[src/rtl/opcode_type.sv]
// Instruction kinds shared by the RV32I encoder and the benches that decode its words.
package opcode_type;

   typedef enum logic [3:0] {
      lui,
      auipc,
      jal,
      jalr,
      branch_type,
      load_type,
      store_type,
      imm_arith_type,
      reg_arith_type,
      fence_type,
      system_type
   } opcode_t;

endpackage

[src/rtl/instr_encoder_if.sv]
// Request/response bundle of instr_encoder: valid/ready request in, FIFO head out.
interface instr_encoder_if;

   logic                      in_valid;
   logic                      in_ready;
   opcode_type::opcode_t      in_kind;
   logic [4:0]                in_rd;
   logic [4:0]                in_rs1;
   logic [4:0]                in_rs2;
   logic [2:0]                in_funct3;
   logic [6:0]                in_funct7;
   logic [31:0]               in_imm;
   logic                      out_valid;
   logic                      out_ready;
   logic [31:0]               out_instr;
   logic                      out_err;

   modport master (
      output in_valid, in_kind, in_rd, in_rs1, in_rs2, in_funct3, in_funct7, in_imm, out_ready,
      input  in_ready, out_valid, out_instr, out_err
   );

   modport slave (
      input  in_valid, in_kind, in_rd, in_rs1, in_rs2, in_funct3, in_funct7, in_imm, out_ready,
      output in_ready, out_valid, out_instr, out_err
   );

endinterface

[src/rtl/instr_encoder.sv]
// Packs an opcode kind plus fields into an RV32I word: input stage, encoder, output FIFO.
// Optional macro INSTR_ENC_RANGE_CHECK_EN flags words whose fields do not fit their format.
module instr_encoder
   import opcode_type::*;
#(
   parameter int unsigned DEPTH = 2,
   parameter int unsigned CNT_W = 32
) (
   input  logic              clk,
   input  logic              rst,
   instr_encoder_if.slave    bus,
   output logic [CNT_W-1:0]  enc_count,
   output logic [CNT_W-1:0]  err_count
);

   localparam int unsigned PtrW  = (DEPTH > 1) ? $clog2(DEPTH) : 1;
   localparam int unsigned FillW = $clog2(DEPTH + 1);

   logic             s1_valid_q, s1_valid_d;
   opcode_t          s1_kind_q, s1_kind_d;
   logic [4:0]       s1_rd_q, s1_rd_d, s1_rs1_q, s1_rs1_d, s1_rs2_q, s1_rs2_d;
   logic [2:0]       s1_funct3_q, s1_funct3_d;
   logic [6:0]       s1_funct7_q, s1_funct7_d;
   logic [31:0]      s1_imm_q, s1_imm_d;

   logic [32:0]      mem_q [DEPTH];
   logic [32:0]      mem_d [DEPTH];
   logic [PtrW-1:0]  wr_ptr_q, wr_ptr_d, rd_ptr_q, rd_ptr_d;
   logic [FillW-1:0] fill_q, fill_d;
   logic [CNT_W-1:0] enc_cnt_q, enc_cnt_d, err_cnt_q, err_cnt_d;

   logic             accept, push, pop, is_shift;
   logic [31:0]      enc_instr;
   logic             enc_err;

`ifdef INSTR_ENC_RANGE_CHECK_EN
   logic signed [31:0] imm_s;
   assign imm_s = s1_imm_q;
`endif

   assign is_shift = (s1_funct3_q == 3'b001) || (s1_funct3_q == 3'b101);

   always_comb begin
      enc_instr = '0;
      enc_err   = 1'b0;
      case (s1_kind_q)
         lui:            enc_instr = {s1_imm_q[31:12], s1_rd_q, 7'b0110111};
         auipc:          enc_instr = {s1_imm_q[31:12], s1_rd_q, 7'b0010111};
         jal:            enc_instr = {s1_imm_q[20], s1_imm_q[10:1], s1_imm_q[11],
                                      s1_imm_q[19:12], s1_rd_q, 7'b1101111};
         jalr:           enc_instr = {s1_imm_q[11:0], s1_rs1_q, s1_funct3_q, s1_rd_q, 7'b1100111};
         branch_type:    enc_instr = {s1_imm_q[12], s1_imm_q[10:5], s1_rs2_q, s1_rs1_q,
                                      s1_funct3_q, s1_imm_q[4:1], s1_imm_q[11], 7'b1100011};
         load_type:      enc_instr = {s1_imm_q[11:0], s1_rs1_q, s1_funct3_q, s1_rd_q, 7'b0000011};
         store_type:     enc_instr = {s1_imm_q[11:5], s1_rs2_q, s1_rs1_q, s1_funct3_q,
                                      s1_imm_q[4:0], 7'b0100011};
         imm_arith_type: begin
            if (is_shift) begin
               enc_instr = {s1_funct7_q, s1_imm_q[4:0], s1_rs1_q, s1_funct3_q, s1_rd_q,
                            7'b0010011};
            end else begin
               enc_instr = {s1_imm_q[11:0], s1_rs1_q, s1_funct3_q, s1_rd_q, 7'b0010011};
            end
         end
         reg_arith_type: enc_instr = {s1_funct7_q, s1_rs2_q, s1_rs1_q, s1_funct3_q, s1_rd_q,
                                      7'b0110011};
         fence_type:     enc_instr = {s1_imm_q[11:0], s1_rs1_q, s1_funct3_q, s1_rd_q, 7'b0001111};
         system_type:    enc_instr = {s1_imm_q[11:0], s1_rs1_q, s1_funct3_q, s1_rd_q, 7'b1110011};
         default:        enc_err   = 1'b1;
      endcase
`ifdef INSTR_ENC_RANGE_CHECK_EN
      // Flagged words are still emitted from the truncated fields built above.
      case (s1_kind_q)
         lui, auipc:  if (s1_imm_q[11:0] != 12'h000) enc_err = 1'b1;
         jal:         if (imm_s < -32'sd1048576 || imm_s > 32'sd1048574 || s1_imm_q[0]) begin
                         enc_err = 1'b1;
                      end
         branch_type: if (imm_s < -32'sd4096 || imm_s > 32'sd4094 || s1_imm_q[0]) begin
                         enc_err = 1'b1;
                      end
         jalr, load_type, store_type, fence_type: begin
            if (imm_s < -32'sd2048 || imm_s > 32'sd2047) enc_err = 1'b1;
         end
         system_type: if (imm_s < 32'sd0 || imm_s > 32'sd4095) enc_err = 1'b1;
         imm_arith_type: begin
            if (is_shift) begin
               if (imm_s < 32'sd0 || imm_s > 32'sd31) enc_err = 1'b1;
            end else if (imm_s < -32'sd2048 || imm_s > 32'sd2047) begin
               enc_err = 1'b1;
            end
         end
         default: ;
      endcase
`endif
   end

   assign bus.out_valid = (fill_q != '0);
   assign pop           = bus.out_valid && bus.out_ready;
   assign push          = s1_valid_q && ((fill_q < FillW'(DEPTH)) || pop);
   assign bus.in_ready  = !s1_valid_q || push;
   assign accept        = bus.in_valid && bus.in_ready;
   assign bus.out_instr = bus.out_valid ? mem_q[rd_ptr_q][31:0] : 32'h0;
   assign bus.out_err   = bus.out_valid ? mem_q[rd_ptr_q][32] : 1'b0;
   assign enc_count     = enc_cnt_q;
   assign err_count     = err_cnt_q;

   always_comb begin
      s1_valid_d  = s1_valid_q;
      s1_kind_d   = s1_kind_q;
      s1_rd_d     = s1_rd_q;
      s1_rs1_d    = s1_rs1_q;
      s1_rs2_d    = s1_rs2_q;
      s1_funct3_d = s1_funct3_q;
      s1_funct7_d = s1_funct7_q;
      s1_imm_d    = s1_imm_q;
      mem_d       = mem_q;
      wr_ptr_d    = wr_ptr_q;
      rd_ptr_d    = rd_ptr_q;
      fill_d      = fill_q;
      enc_cnt_d   = enc_cnt_q;
      err_cnt_d   = err_cnt_q;
      if (push) begin
         s1_valid_d      = 1'b0;
         mem_d[wr_ptr_q] = {enc_err, enc_instr};
         wr_ptr_d        = (wr_ptr_q == PtrW'(DEPTH - 1)) ? '0 : wr_ptr_q + PtrW'(1);
         enc_cnt_d       = enc_cnt_q + CNT_W'(1);
         if (enc_err) err_cnt_d = err_cnt_q + CNT_W'(1);
      end
      if (pop) rd_ptr_d = (rd_ptr_q == PtrW'(DEPTH - 1)) ? '0 : rd_ptr_q + PtrW'(1);
      if (push && !pop) fill_d = fill_q + FillW'(1);
      if (pop && !push) fill_d = fill_q - FillW'(1);
      if (accept) begin
         s1_valid_d  = 1'b1;
         s1_kind_d   = bus.in_kind;
         s1_rd_d     = bus.in_rd;
         s1_rs1_d    = bus.in_rs1;
         s1_rs2_d    = bus.in_rs2;
         s1_funct3_d = bus.in_funct3;
         s1_funct7_d = bus.in_funct7;
         s1_imm_d    = bus.in_imm;
      end
   end

   always_ff @(posedge clk) begin
      if (rst) begin
         s1_valid_q <= 1'b0;
         wr_ptr_q   <= '0;
         rd_ptr_q   <= '0;
         fill_q     <= '0;
         enc_cnt_q  <= '0;
         err_cnt_q  <= '0;
      end else begin
         s1_valid_q <= s1_valid_d;
         wr_ptr_q   <= wr_ptr_d;
         rd_ptr_q   <= rd_ptr_d;
         fill_q     <= fill_d;
         enc_cnt_q  <= enc_cnt_d;
         err_cnt_q  <= err_cnt_d;
      end
   end

   // Payload storage is qualified by s1_valid_q / fill_q, so it carries no reset.
   always_ff @(posedge clk) begin
      s1_kind_q   <= s1_kind_d;
      s1_rd_q     <= s1_rd_d;
      s1_rs1_q    <= s1_rs1_d;
      s1_rs2_q    <= s1_rs2_d;
      s1_funct3_q <= s1_funct3_d;
      s1_funct7_q <= s1_funct7_d;
      s1_imm_q    <= s1_imm_d;
      mem_q       <= mem_d;
   end

endmodule
[src/flat_wrapper.sv]
// flat-port wrapper written by rule: the top's interface ports become plain ports
module instr_encoder_flat import opcode_type::*;
#(
   parameter int unsigned DEPTH = 2,
   parameter int unsigned CNT_W = 32
)
  (clk, rst, enc_count, err_count, bus_in_valid, bus_in_kind, bus_in_rd, bus_in_rs1, bus_in_rs2, bus_in_funct3, bus_in_funct7, bus_in_imm, bus_out_ready, bus_in_ready, bus_out_valid, bus_out_instr, bus_out_err);
  instr_encoder_if bus_i ();
  input  logic clk;
  input  logic rst;
  output logic [CNT_W-1:0] enc_count;
  output logic [CNT_W-1:0] err_count;
  input wire logic [$bits(bus_i.in_valid)-1:0] bus_in_valid;
  input wire logic [$bits(bus_i.in_kind)-1:0] bus_in_kind;
  input wire logic [$bits(bus_i.in_rd)-1:0] bus_in_rd;
  input wire logic [$bits(bus_i.in_rs1)-1:0] bus_in_rs1;
  input wire logic [$bits(bus_i.in_rs2)-1:0] bus_in_rs2;
  input wire logic [$bits(bus_i.in_funct3)-1:0] bus_in_funct3;
  input wire logic [$bits(bus_i.in_funct7)-1:0] bus_in_funct7;
  input wire logic [$bits(bus_i.in_imm)-1:0] bus_in_imm;
  input wire logic [$bits(bus_i.out_ready)-1:0] bus_out_ready;
  output wire logic [$bits(bus_i.in_ready)-1:0] bus_in_ready;
  output wire logic [$bits(bus_i.out_valid)-1:0] bus_out_valid;
  output wire logic [$bits(bus_i.out_instr)-1:0] bus_out_instr;
  output wire logic [$bits(bus_i.out_err)-1:0] bus_out_err;
  assign bus_i.in_valid = bus_in_valid;
  assign bus_i.in_kind = bus_in_kind;
  assign bus_i.in_rd = bus_in_rd;
  assign bus_i.in_rs1 = bus_in_rs1;
  assign bus_i.in_rs2 = bus_in_rs2;
  assign bus_i.in_funct3 = bus_in_funct3;
  assign bus_i.in_funct7 = bus_in_funct7;
  assign bus_i.in_imm = bus_in_imm;
  assign bus_i.out_ready = bus_out_ready;
  assign bus_in_ready = bus_i.in_ready;
  assign bus_out_valid = bus_i.out_valid;
  assign bus_out_instr = bus_i.out_instr;
  assign bus_out_err = bus_i.out_err;
  instr_encoder #(.DEPTH(DEPTH), .CNT_W(CNT_W)) u_core (.clk(clk), .rst(rst), .bus(bus_i), .enc_count(enc_count), .err_count(err_count));
endmodule
[config.mk]
export PLATFORM = sky130hd
export DESIGN_NAME = instr_encoder_flat
export DESIGN_NICKNAME = d
export VERILOG_FILES = /design/src/rtl/opcode_type.sv /design/src/rtl/instr_encoder_if.sv /design/src/rtl/instr_encoder.sv /design/src/flat_wrapper.sv
export SDC_FILE = /design/constraint.sdc
export NUM_CORES = 1
export LEC_CHECK = 0
export CAP_MARGIN = 20
export CORE_UTILIZATION = 54
export CTS_BUF_LIST = sky130_fd_sc_hd__clkbuf_4 sky130_fd_sc_hd__clkbuf_8
export CTS_CLUSTER_SIZE = 10
export DETAILED_ROUTE_END_ITERATION = 7
export HOLD_SLACK_MARGIN = 0.03
export PLACE_DENSITY = 0.83
export SETUP_SLACK_MARGIN = 0.15
export SYNTH_ARGS = -nofsm -noshare
export SYNTH_HDL_FRONTEND = slang
export SYNTH_SLANG_ARGS = --single-unit
export TNS_END_PERCENT = 100
[constraint.sdc]
create_clock -name clk -period 3.4 [get_ports clk]
set_clock_uncertainty 0.05 [all_clocks]
set_input_delay 0.34 -clock clk [delete_from_list [all_inputs] [get_ports clk]]
set_output_delay 0.34 -clock clk [all_outputs]
set_load 0.005 [all_outputs]
==> results.sh <==
export IMPL_gp_congestion=0.8342
export IMPL_rsz0062_at_grt="no"
export IMPL_clk_path_buf_depth=2
export IMPL_path_clk_slew_ps=110
export IMPL_status="complete, no violations"
export IMPL_path_class="reg -> out"
export IMPL_synthCells=761
export IMPL_crit_chain="buf_4 -> mux2i_1 -> nor2_1 -> clkdlybuf4s50_1"
export IMPL_drt_iter0_drc=492
export IMPL_rows=45
export IMPL_drcViolationCount=0
export IMPL_grt_pass1_wl_um=29220
export IMPL_seq_area_frac_synth_pct=59.71
export IMPL_synth_top_area_share_pct=43.65
export IMPL_cpPeakStageDelay_ps=900
export IMPL_postCtsSetupBuffers=0
export IMPL_wl_per_cell_um=16.26
export IMPL_r2r_slack_ps=690
export IMPL_ant_nets=0
export IMPL_grt_pass1_vias=5892
export IMPL_synth_area_um2=8599
export IMPL_finalCritPeriodShare_pct=83.51
export IMPL_whs_ps=358.4
export IMPL_drv_slew=0
export IMPL_yosys_warnings=0
export IMPL_synth_cell_types=51
export IMPL_cp_required_ps=3010
export IMPL_top_usage_layer="met2"
export IMPL_hpwl_um=12690
export IMPL_fp_dieW_um=128.2
export IMPL_dieArea_um2=16430
export IMPL_antenna_found_initial=0
export IMPL_fmax_ghz=0.3522
export IMPL_final_cell_area_um2=10840
export IMPL_setup_violations=0
export IMPL_max_vdd_ir_drop_mv=0.3674
export IMPL_htreeDepth=4
export IMPL_first_pass_iters=5
export IMPL_grtUsageMet3_pct=7.262
export IMPL_synth_area_per_cell_um2=11.30
export IMPL_start_util_pct=55.95
export IMPL_hold_path_class="in -> reg"
export IMPL_synth_net_count=829
export IMPL_area_growth_pct=26.03
export IMPL_clock_latency_ps=470
export IMPL_final_cell_mix="162 x clkdlybuf4s50_1, 125 x edfxtp_1, 87 x nor2_1"
export IMPL_port_buffers=163
export IMPL_die_h_um=128.2
export IMPL_end_kind="primary output"
export IMPL_r2r_end="u_core.err_count[31]"
export IMPL_ys_ff_latch=194
export IMPL_grt_overflow=0
export IMPL_antenna_cells=0
export IMPL_synthArstFlopShare_pct=0
export IMPL_synth_edf_count=125
export IMPL_synthFlopType="edfxtp_1"
export IMPL_postCtsResizedCells=0
export IMPL_vias=6409
export IMPL_r2r_cells=4
export IMPL_grt_util_met2_pct=37.17
export IMPL_core_um2=15370
export IMPL_max_cap_violations=0
export IMPL_fin_tns_setup_ps=0
export IMPL_hold_viol=0
export IMPL_dp_cells=1101
export IMPL_grt_max_degree=103
export IMPL_wl_um=18420
export IMPL_worstMarginPinSlew_ps=991.5
export IMPL_final_nets=977
export IMPL_viasPerCell=5.657
export IMPL_cts_tree="done"
export IMPL_track_usage_pct=23.08
export IMPL_p_leak_uw=0.003673
export IMPL_yosys_top_cells_area="edfxtp_1 44%, dfxtp_1 16%, mux2i_1 4.0%"
export IMPL_whs_path_depth=1
export IMPL_p_sw_uw=1564
export IMPL_numCtsBuffers=17
export IMPL_relSlewSlack_pct=33.90
export IMPL_crit_buf_inv=2
export IMPL_cts_root_buf="clkbuf_8"
export IMPL_fin_crit_ps=2839
export IMPL_crit_family="flip-flops"
export IMPL_power_frac_clock_pct=28.4
export IMPL_cp_arrival_ps=2450
export IMPL_final_common_cell="clkdlybuf4s50_1"
export IMPL_swShare_pct=29.11
export IMPL_power_frac_comb_pct=20.2
export IMPL_final_cells=1133
export IMPL_power_internal_uw=3810
export IMPL_crit_path_start_kind="flop"
export IMPL_drive_gt1_share_pct=9.544
export IMPL_p_seq_share_pct=51.4
export IMPL_clock_sinks=194
export IMPL_slowest_stage="dfxtp_2"
export IMPL_n_fill_cell=1114
export IMPL_p_per_area_nw_per_um2=495.9
export IMPL_grt_met1_usage_pct=29.54
export IMPL_yosys_area_top_type="edfxtp_1"
export IMPL_holdPathEnd="u_core.s1_imm_q[26]"
export IMPL_holdBufCountCts=0
export IMPL_crit_start="u_core.rd_ptr_q"
export IMPL_pin_count=164
export IMPL_crit_fanout=27
export IMPL_place_area_um2=10400
export IMPL_r2r_start="u_core.s1_kind_q[1]"
export IMPL_min_from="bus_in_imm[26]"
==> layout make-up <==
class,instances,area [um^2],share of cell area (%)
inverter,18,67.56,0.6234
timing repair buffer,173,1702,15.70
clock inverter,15,201.4,1.859
tap,211,264.0,2.436
clock buffer,17,234.0,2.159
multi-input combinational,505,3233,29.83
sequential,194,5136,47.39
==> cell usage after synthesis, types with 2 or more instances <==
master    count
edfxtp_1    125
nor2_1       89
dfxtp_1      69
nand2_1      52
nor2b_1      44
a21oi_1      36
mux2i_1      34
clkbuf_1     29
mux2_2       29
nor4_1       22
nand3_1      21
o21ai_0      20
inv_1        17
or4_1        16
nand4_1      14
nor3_1       12
o31ai_1      11
a31oi_1       9
or3_1         9
buf_2         8
xor2_1        8
a221o_1       7
a22o_1        7
xnor2_1       7
and2_1        6
and3_1        6
and4_1        6
buf_1         6
a21o_1        5
mux2_1        4
nor4_2        4
ha_1          3
nand2b_1      2
nand3b_1      2
nand4_2       2
nor3b_1       2
o22ai_1       2
or2_2         2
or4b_1        2
==> layer usage <==
layer	vias up	part of all wire (%)
li1	3112	-
met1	3019	43
met2	254	48
met3	24	7.5
met4	0	1.7
met5	-	0
==> flip-flops by register name, summed over array words and instances (netlist names) <==
signal              count
u_core.s1_funct7_q      7
u_core.mem_q           64
u_core.rd_ptr_q         1
u_core.s1_valid_q       1
u_core.s1_rs2_q         5
u_core.s1_kind_q        4
u_core.enc_count       32
u_core.err_count       32
u_core.s1_rd_q          5
u_core.wr_ptr_q         1
u_core.s1_funct3_q      3
u_core.fill_q           2
u_core.s1_imm_q        32
u_core.s1_rs1_q         5
==> stage by stage <==
stage	utilization [%]	worst slack (ps)	total power, uW
after floorplan	-	657.2	3309
after global placement	67.68	677.3	3887
after detailed placement	67.68	623.6	3909
after CTS	70.51	529.2	5415
after global routing	70.51	425.1	5616
final	70.51	560.6	5374
==> worst max-delay path by stage <==
stage / slack [ps] / end / cells past startpoint
5_1_grt: 430 / bus_out_instr[19] / 4
2_1_floorplan: 660 / u_core.mem_q[34] / 4
3_5_place_dp: 620 / u_core.err_count[26] / 5
6_report: 560 / bus_out_instr[18] / 4
4_1_cts: 530 / bus_out_instr[18] / 4
3_3_place_gp: 680 / u_core.enc_count[28] / 6
==> cells by family after synthesis <==
group,after synthesis,share of synthesized area [%]
adder cells (fa/ha/maj),3,0.4365
multiplexers,67,8.279
buffers and inverters,62,2.866
AO/OA/AOI/OAI,104,7.668
AND/OR/NAND/NOR,316,19.51
XOR/XNOR,15,1.528
flip-flops,194,59.71
==> power groups by stage <==
stage                     Clock [uW]  Combinational (uW)  Sequential, uW
after floorplan                    0                 575            2730
after global placement             0                1070            2810
after detailed placement           0                1090            2820
after CTS                       1550                1100            2760
after global routing            1650                1180            2780
final                           1520                1090            2760
Note: power is estimated with default switching activity, not from simulation.
